## config.mk

```make
export PLATFORM = sky130hd
export DESIGN_NAME = multicycle_controller
export DESIGN_NICKNAME = d
export VERILOG_FILES = /design/src/rtl/multicycle_controller.sv
export SDC_FILE = /design/constraint.sdc
export NUM_CORES = 1
export LEC_CHECK = 0
export BUFFER_PORTS_ARGS = -buffer_cell sky130_fd_sc_hd__buf_2
export CAP_MARGIN = 20
export CELL_PAD_IN_SITES_DETAIL_PLACEMENT = 1
export CELL_PAD_IN_SITES_GLOBAL_PLACEMENT = 1
export CORE_ASPECT_RATIO = 0.6
export CORE_MARGIN = 5
export CORE_UTILIZATION = 27
export CTS_CLUSTER_DIAMETER = 60
export DETAILED_ROUTE_END_ITERATION = 8
export PLACE_DENSITY_LB_ADDON = 0.15
export RECOVER_POWER = 100
export SYNTH_ARGS = -nofsm -noshare
export SYNTH_HDL_FRONTEND = slang
export SYNTH_SLANG_ARGS = --single-unit
```

## constraint.sdc

```tcl
create_clock -name clk -period 2.6 [get_ports clk]
set_input_delay 0.65 -clock clk [delete_from_list [all_inputs] [get_ports clk]]
set_output_delay 0.65 -clock clk [all_outputs]
set_load 0.02 [all_outputs]
```

## src/rtl/multicycle_controller.sv

```systemverilog
// Multicycle MIPS main controller: Moore FSM driving datapath selects, with
// handshake-dependent PC/IR enables. Define MIPS_JUMP_EN to enable the J path.
module multicycle_controller (
  input  logic       clk,
  input  logic       reset,
  input  logic [5:0] op,
  input  logic [5:0] funct,
  input  logic       zero,
  input  logic       mem_ready,
  output logic       iord,
  output logic       memwrite,
  output logic       irwrite,
  output logic       regdst,
  output logic       memtoreg,
  output logic       regwrite,
  output logic       alusrca,
  output logic [1:0] alusrcb,
  output logic [1:0] pcsrc,
  output logic [2:0] alucontrol,
  output logic       pcen,
  output logic [3:0] state,
  output logic       illegal
);

  typedef enum logic [3:0] {
    FETCH  = 4'd0,
    DECODE = 4'd1,
    MEMADR = 4'd2,
    MEMRD  = 4'd3,
    MEMWB  = 4'd4,
    MEMWR  = 4'd5,
    RTEX   = 4'd6,
    RTWB   = 4'd7,
    BEQEX  = 4'd8,
    ADDIEX = 4'd9,
    ADDIWB = 4'd10
`ifdef MIPS_JUMP_EN
    , JEX  = 4'd11
`endif
  } state_t;

  localparam logic [5:0] OP_RTYPE = 6'b000000;
  localparam logic [5:0] OP_LW    = 6'b100011;
  localparam logic [5:0] OP_SW    = 6'b101011;
  localparam logic [5:0] OP_BEQ   = 6'b000100;
  localparam logic [5:0] OP_ADDI  = 6'b001000;
`ifdef MIPS_JUMP_EN
  localparam logic [5:0] OP_J     = 6'b000010;
`endif

  localparam logic [5:0] FN_ADD = 6'b100000;
  localparam logic [5:0] FN_SUB = 6'b100010;
  localparam logic [5:0] FN_AND = 6'b100100;
  localparam logic [5:0] FN_OR  = 6'b100101;
  localparam logic [5:0] FN_SLT = 6'b101010;

  localparam logic [2:0] ALU_ADD = 3'b010;
  localparam logic [2:0] ALU_SUB = 3'b110;
  localparam logic [2:0] ALU_AND = 3'b000;
  localparam logic [2:0] ALU_OR  = 3'b001;
  localparam logic [2:0] ALU_SLT = 3'b111;

  state_t     state_q, state_d;
  logic       rtype_ok;
  logic [2:0] rtype_alu;

  // NOTE: reset is synchronous, so it lives inside the clocked block; state
  // uses non-blocking assignment so every flop samples pre-edge values.
  always_ff @(posedge clk) begin
    if (reset) state_q <= FETCH;
    else       state_q <= state_d;
  end

  assign state = state_q;

  // Supported R-type functions and their ALU operation.
  always_comb begin
    rtype_ok  = 1'b1;
    rtype_alu = ALU_ADD;
    case (funct)
      FN_ADD:  rtype_alu = ALU_ADD;
      FN_SUB:  rtype_alu = ALU_SUB;
      FN_AND:  rtype_alu = ALU_AND;
      FN_OR:   rtype_alu = ALU_OR;
      FN_SLT:  rtype_alu = ALU_SLT;
      default: rtype_ok  = 1'b0;
    endcase
  end

  // NOTE: every output and state_d gets a default before the case so that no
  // path leaves a signal unassigned, which would otherwise infer a latch.
  always_comb begin
    state_d    = FETCH;
    iord       = 1'b0;
    memwrite   = 1'b0;
    irwrite    = 1'b0;
    regdst     = 1'b0;
    memtoreg   = 1'b0;
    regwrite   = 1'b0;
    alusrca    = 1'b0;
    alusrcb    = 2'b00;
    pcsrc      = 2'b00;
    alucontrol = ALU_ADD;
    pcen       = 1'b0;
    illegal    = 1'b0;

    case (state_q)
      FETCH: begin
        alusrcb = 2'b01;
        irwrite = mem_ready;
        pcen    = mem_ready;
        state_d = mem_ready ? DECODE : FETCH;
      end
      DECODE: begin
        alusrcb = 2'b11;
        case (op)
          OP_LW, OP_SW: state_d = MEMADR;
          OP_BEQ:       state_d = BEQEX;
          OP_ADDI:      state_d = ADDIEX;
`ifdef MIPS_JUMP_EN
          OP_J:         state_d = JEX;
`endif
          OP_RTYPE: begin
            if (rtype_ok) begin
              state_d = RTEX;
            end else begin
              illegal = 1'b1;
              state_d = FETCH;
            end
          end
          default: begin
            illegal = 1'b1;
            state_d = FETCH;
          end
        endcase
      end
      MEMADR: begin
        alusrca = 1'b1;
        alusrcb = 2'b10;
        state_d = (op == OP_LW) ? MEMRD : MEMWR;
      end
      MEMRD: begin
        iord    = 1'b1;
        state_d = mem_ready ? MEMWB : MEMRD;
      end
      MEMWB: begin
        memtoreg = 1'b1;
        regwrite = 1'b1;
        state_d  = FETCH;
      end
      MEMWR: begin
        iord     = 1'b1;
        memwrite = 1'b1;
        state_d  = mem_ready ? FETCH : MEMWR;
      end
      RTEX: begin
        alusrca    = 1'b1;
        alucontrol = rtype_alu;
        state_d    = RTWB;
      end
      RTWB: begin
        regdst   = 1'b1;
        regwrite = 1'b1;
        state_d  = FETCH;
      end
      BEQEX: begin
        alusrca    = 1'b1;
        alucontrol = ALU_SUB;
        pcsrc      = 2'b01;
        pcen       = zero;
        state_d    = FETCH;
      end
      ADDIEX: begin
        alusrca = 1'b1;
        alusrcb = 2'b10;
        state_d = ADDIWB;
      end
      ADDIWB: begin
        regwrite = 1'b1;
        state_d  = FETCH;
      end
`ifdef MIPS_JUMP_EN
      JEX: begin
        pcsrc   = 2'b10;
        pcen    = 1'b1;
        state_d = FETCH;
      end
`endif
      default: state_d = FETCH;
    endcase

    // Strobes must not fire while reset is held, whatever the state.
    if (reset) begin
      memwrite = 1'b0;
      regwrite = 1'b0;
      irwrite  = 1'b0;
      pcen     = 1'b0;
      illegal  = 1'b0;
    end
  end

endmodule

```

* Word-level counts from Yosys, hierarchy flattened
Cells that the tools add are included.
** Word-level totals
- Flip-flop bits (word level) :: 4
- Latch bits :: 0
- RAM bits :: 0
- Bits in read-only memories :: 0
- Bits of input ports :: 16
- Output and inout port bits :: 20
- Memories :: 0
** Cells by class
- Add/subtract/negate cells :: 0
- $mul :: 0
- Divide/modulo/power cells :: 0
- Order comparisons :: 0
- Eq/ne operators :: 19
- Shift operators :: 0
- Multiplexer cells :: 28
- Bitwise logic cells :: 0
- Reduce and logical (&&, ||, !) cells :: 9
** Operator list (number)
- 6-bit equality test (second input constant) :: 7
- 4-bit one-hot mux with 7 select lines :: 1
- 1-bit two-way mux :: 17
- 4-bit by 3-bit equality test with 1-bit output (second input constant) :: 4
- 4-bit one-hot mux with 4 select lines :: 1
- 4-bit equality test (second input constant) :: 3
- 3-bit two-way mux :: 4
- 3-bit one-hot mux with 4 select lines :: 1
- 4-bit by 2-bit equality test with 1-bit output (second input constant) :: 2
- 4-bit OR reduction :: 2
- 6-bit by 3-bit equality test with 1-bit output (second input constant) :: 1
- 6-bit by 4-bit equality test with 1-bit output (second input constant) :: 1
- 6-bit zero test :: 1
- 2-bit one-hot mux with 3 select lines :: 1
- 3-bit one-hot mux with 2 select lines :: 1
- 2-bit OR reduction :: 3
- 5-bit OR reduction :: 1
- 4-bit by 1-bit equality test with 1-bit output (second input constant) :: 1
- 4-bit zero test :: 1
- 1-bit one-hot mux with 2 select lines :: 2
- 3-bit OR reduction :: 1

* Logic depth before layout (Yosys ltp)
- Depth after elaboration :: 7
- Depth in mapped cells :: 6
- Mapped depth without buffers :: 5

* Worst setup path after synthesis
OpenSTA, ideal clock, no wires.
- Kind :: input -> output
- Start point :: in op[0]
- End point :: out illegal
- Data arrival time :: 1.767 ns
- Data required time :: 1.950 ns
- Setup slack :: 0.183 ns
- Cell stages on the path :: 4
- Path through :: or3_4 nor4_2 nor2_1 o311a_1
** On the way
- Cells in the longest elaborated chain, start to end :: 5
** RTL lines
- start, declared :: RTL line 6 : input logic [5:0] op,
- 6-bit equality test, or another cell as far along :: RTL line 116 : case (op)
- 4-bit OR reduction (no source line)
- 1-bit one-hot mux with 2 select lines * :: RTL line 116
- 1-bit two-way mux * :: RTL line 107 : case (state_q)
- 1-bit two-way mux * :: RTL line 193 : if (reset) begin
- end, declared :: RTL line 22 : output logic illegal
Mark *: on every way between the ends. The rest lies on a longest branch, timed or not.

* Worst setup path after layout
- Start point :: in funct[2]
- End point :: out illegal
** On the way
- Cells in the longest elaborated chain, start to end :: 7
** RTL lines
- start, declared :: RTL line 7 : input logic [5:0] funct,
- 6-bit equality test :: RTL line 80 : case (funct)
- 5-bit OR reduction (no source line) *
- 1-bit two-way mux * :: RTL line 80
- 1-bit two-way mux * :: RTL line 124 : if (rtype_ok) begin
- 1-bit one-hot mux with 2 select lines * :: RTL line 116
- 1-bit two-way mux * :: RTL line 107
- 1-bit two-way mux * :: RTL line 193
Marks and branches as above.

==> metrics.md <==
| Metric | Value |
|---|---|
| Synthesis-to-layout area growth | `40.2%` |
| Crit Path Category | `in -> out` |
| Area share of the largest cell type after synthesis | `13.4%` |
| Antenna Violating Nets Remaining | `0` |
| Worst skew pair latency | `220 ps` |
| Ys async rst share | `0%` |
| Hold Path Class | `reg -> reg` |
| Critical Path Max Stage Delay | `350 ps` |
| IO Pins | `36` |
| Flop pwr share | `25.8%` |
| Worst EP required | `1950 ps` |
| Final hold vios | `0` |
| Final critical-path required period | `2520 ps` |
| Cell variety after synth | `38` |
| RSZ-0062 raised after global routing | `no` |
| Core area | `0.00213 sq mm` |
| Hold depth | `2` |
| Post-Syn Area | `598 sq um` |
| Synth area leaders | `dfxtp_1 (13%), a21oi_1 (7.5%), nor3_1 (7.5%), nor2_1 (5.6%), nand2b_1 (5.2%)` |
| Cell count after synthesis | `86` |
| Post-Place Setup Slack | `-26.6 ps` |
| Fin crit share | `97.1%` |
| Slowest CP cell | `mux2_2` |
| F_max | `0.396 GHz` |
| Final Util | `39.3%` |
| Largest net degree at the start of global routing | `12` |
| Overflow after GRT | `0` |
| Final GP Congestion | `0.757` |
| Nets | `141` |
| Clk pin slew, worst setup/hold paths | `30 ps` |
| Most frequent cells after synthesis | `a21oi_1 (9), nor2_1 (9), nor3_1 (9)` |
| # DRC | `0` |
| Pwr/cell area | `305 mW/mm^2` |
| DR iter-0 viols | `21` |
| Sink Count | `4` |
| Critical Path Start Type | `primary input` |
| Fraction of layout cells with a size suffix above 1 | `27.6%` |
| CTS Buf Count | `3` |
| Initial antenna violation count | `0` |
| DP Area | `816 sq um` |
| Post-Syn Nets | `102` |
| Wire length per cell | `13.9 um` |
| Setup violators final | `0` |
| Die area | `0.00329 sq mm` |
| Clk pwr share | `50.4%` |
| Peak supply drop | `0.367 mV` |
| Clock root buffer | `clkbuf_8` |
| Cell mode on critical path | `buf_2` |
| Combinational group share of total power | `23.8%` |
| Net Sw Frac | `27.4%` |
| Die Wd | `70.8 um` |
| Slew Viols, Final | `0` |
| Register area share after synthesis | `13.4%` |
| Worst Setup End Kind | `primary output` |
| Worst path depth | `6` |
| Max-cap violations | `0` |
| YS warnings | `0` |
| N_diodes | `0` |
| Setup WS post-layout | `75.1 ps` |
| Final WL | `2130 um` |
| Synth Register Bits | `4` |
| Main synth FF type | `dfxtp_1` |
| Die height | `46.5 um` |
| Cell-internal power | `186 uW` |
| Syn Area/Cell | `6.95 sq um` |
| First-pass GRT wire length | `3550 um` |
| Result of the run | `finished clean` |
| TritonCTS clock tree | `built` |
| Max reg flops | `4` |
| Vias | `768` |
| # H-tree levels | `1` |
| Psw | `70.1 uW` |
| R2r worst-path depth | `5` |
| EDFF count, synth | `0` |
| CP Buf/Inv Count | `2` |
| CP max FO | `3` |
| Longest Clk Path Bufs | `2` |
| Clk_skew | `5.03 ps` |
| Vias in the first global route | `778` |
| Vias/cell | `5.02` |
| Filler cell count | `302` |
| Number of port buffers | `34` |
| FF-to-FF setup slack | `770 ps` |
| Initial Util | `28.1%` |
| CP cell instances | `buf_2 -> mux2_2 -> nor4_4 -> nor2_1 -> o311a_1 -> buf_2` |
| # rows | `13` |
| Detail Placement HPWL | `1720 um` |
| Static Leak | `0.000314 uW` |
| Design area | `838 sq um` |
| GRT Overall Usage | `14.0%` |
| DR pass1 iterations | `4` |
| Delay-heaviest family, CP | `multiplexers` |
| CP arrival | `1870 ps` |
| Post-synth top area cell | `dfxtp_1` |
[power groups by stage]
stage / combinational [uW] / sequential (uW) / clock, uW
after detailed placement: 61.3 / 67.1 / 0
after global placement: 59.5 / 67.0 / 0
after floorplan: 35.1 / 65.5 / 0
final: 60.9 / 65.9 / 129
after global routing: 67.8 / 66.4 / 139
after CTS: 63.0 / 66.3 / 134
[cells by family (layout without fill, tap and decap cells)]
group	count (synthesis)	in the layout	share of synthesized area (%)
AO/OA/AOI/OAI	22	22	26.4
XOR/XNOR	2	2	2.93
buffers and inverters	9	46	7.11
flip-flops	4	4	13.4
multiplexers	3	3	5.23
other	1	1	0.627
AND/OR/NAND/NOR	45	45	44.4
[stage by stage]
step	cells	hold WS, ps	TNS, ps	total power [uW]
final	153	690	0	256
after global routing	153	745	0	273
after CTS	153	718	0	263
after detailed placement	150	713	-26.6	128
after global placement	150	706	0	126
after floorplan	86	740	0	101
[worst paths after layout]
path | start | to
setup / recovery | funct[2] | illegal
hold / removal | state[0] | state[2]
setup reg to reg | state[0] | state[1]
hold reg to reg | state[0] | state[2]
[cell type report]
type,count,area (sq um),area share [%]
clock buffers,3,41.3,4.93
flip-flops and latches,4,80.1,9.55
inverters,4,15.0,1.79
well taps,30,37.5,4.48
repair buffers,39,185,22.1
multi-input cells,73,479,57.2
[worst register-to-register path, stage by stage (launching register included)]
cell       delay [ps]
dfxtp_1           530
nand2b_1          200
or3_1             410
a2111oi_4         320
o21ai_0           130
a21oi_1           160
[cells in the final DEF (no fill, tap or decap), drive strengths merged]
| master | n |
|---|---|
| buf | 22 |
| clkbuf | 20 |
| nor2 | 9 |
| a21oi | 9 |
| nor3 | 9 |
| nand2b | 6 |
| nand2 | 5 |
| inv | 4 |
| dfxtp | 4 |
| o21ai | 3 |
| xnor2 | 2 |
| o21bai | 2 |
| nand3 | 2 |
| mux2i | 2 |
| o22ai | 2 |
| nor2b | 2 |
| or3 | 2 |
| nor4 | 2 |
| nand4 | 1 |
| nor3b | 1 |
| or2 | 1 |
| or3b | 1 |
| o2bb2a | 1 |
| and3 | 1 |
| mux2 | 1 |
| o311a | 1 |
| or4 | 1 |
| a2111oi | 1 |
| a2bb2oi | 1 |
| and3b | 1 |
| a21o | 1 |
| nand3b | 1 |
| a31oi | 1 |
| conb | 1 |
[per-layer routing]
metal	GRT usage [%]	vias up	share of wire (%)
li1	-	383	-
met1	17.7	358	49
met2	23.2	23	43
met3	3.70	4	6.4
met4	5.62	0	1.6
met5	0	-	0
[what timing repair did]
item | in CTS | in global routing
hold endpoints to repair | 0 | 0
pin swaps | 1 | 0
resized for setup | 2 | 2
setup endpoints to repair | 1 | 1
hold buffers | 0 | 0
buffers inserted | 0 | 0
(Power assumes the default switching activity.)
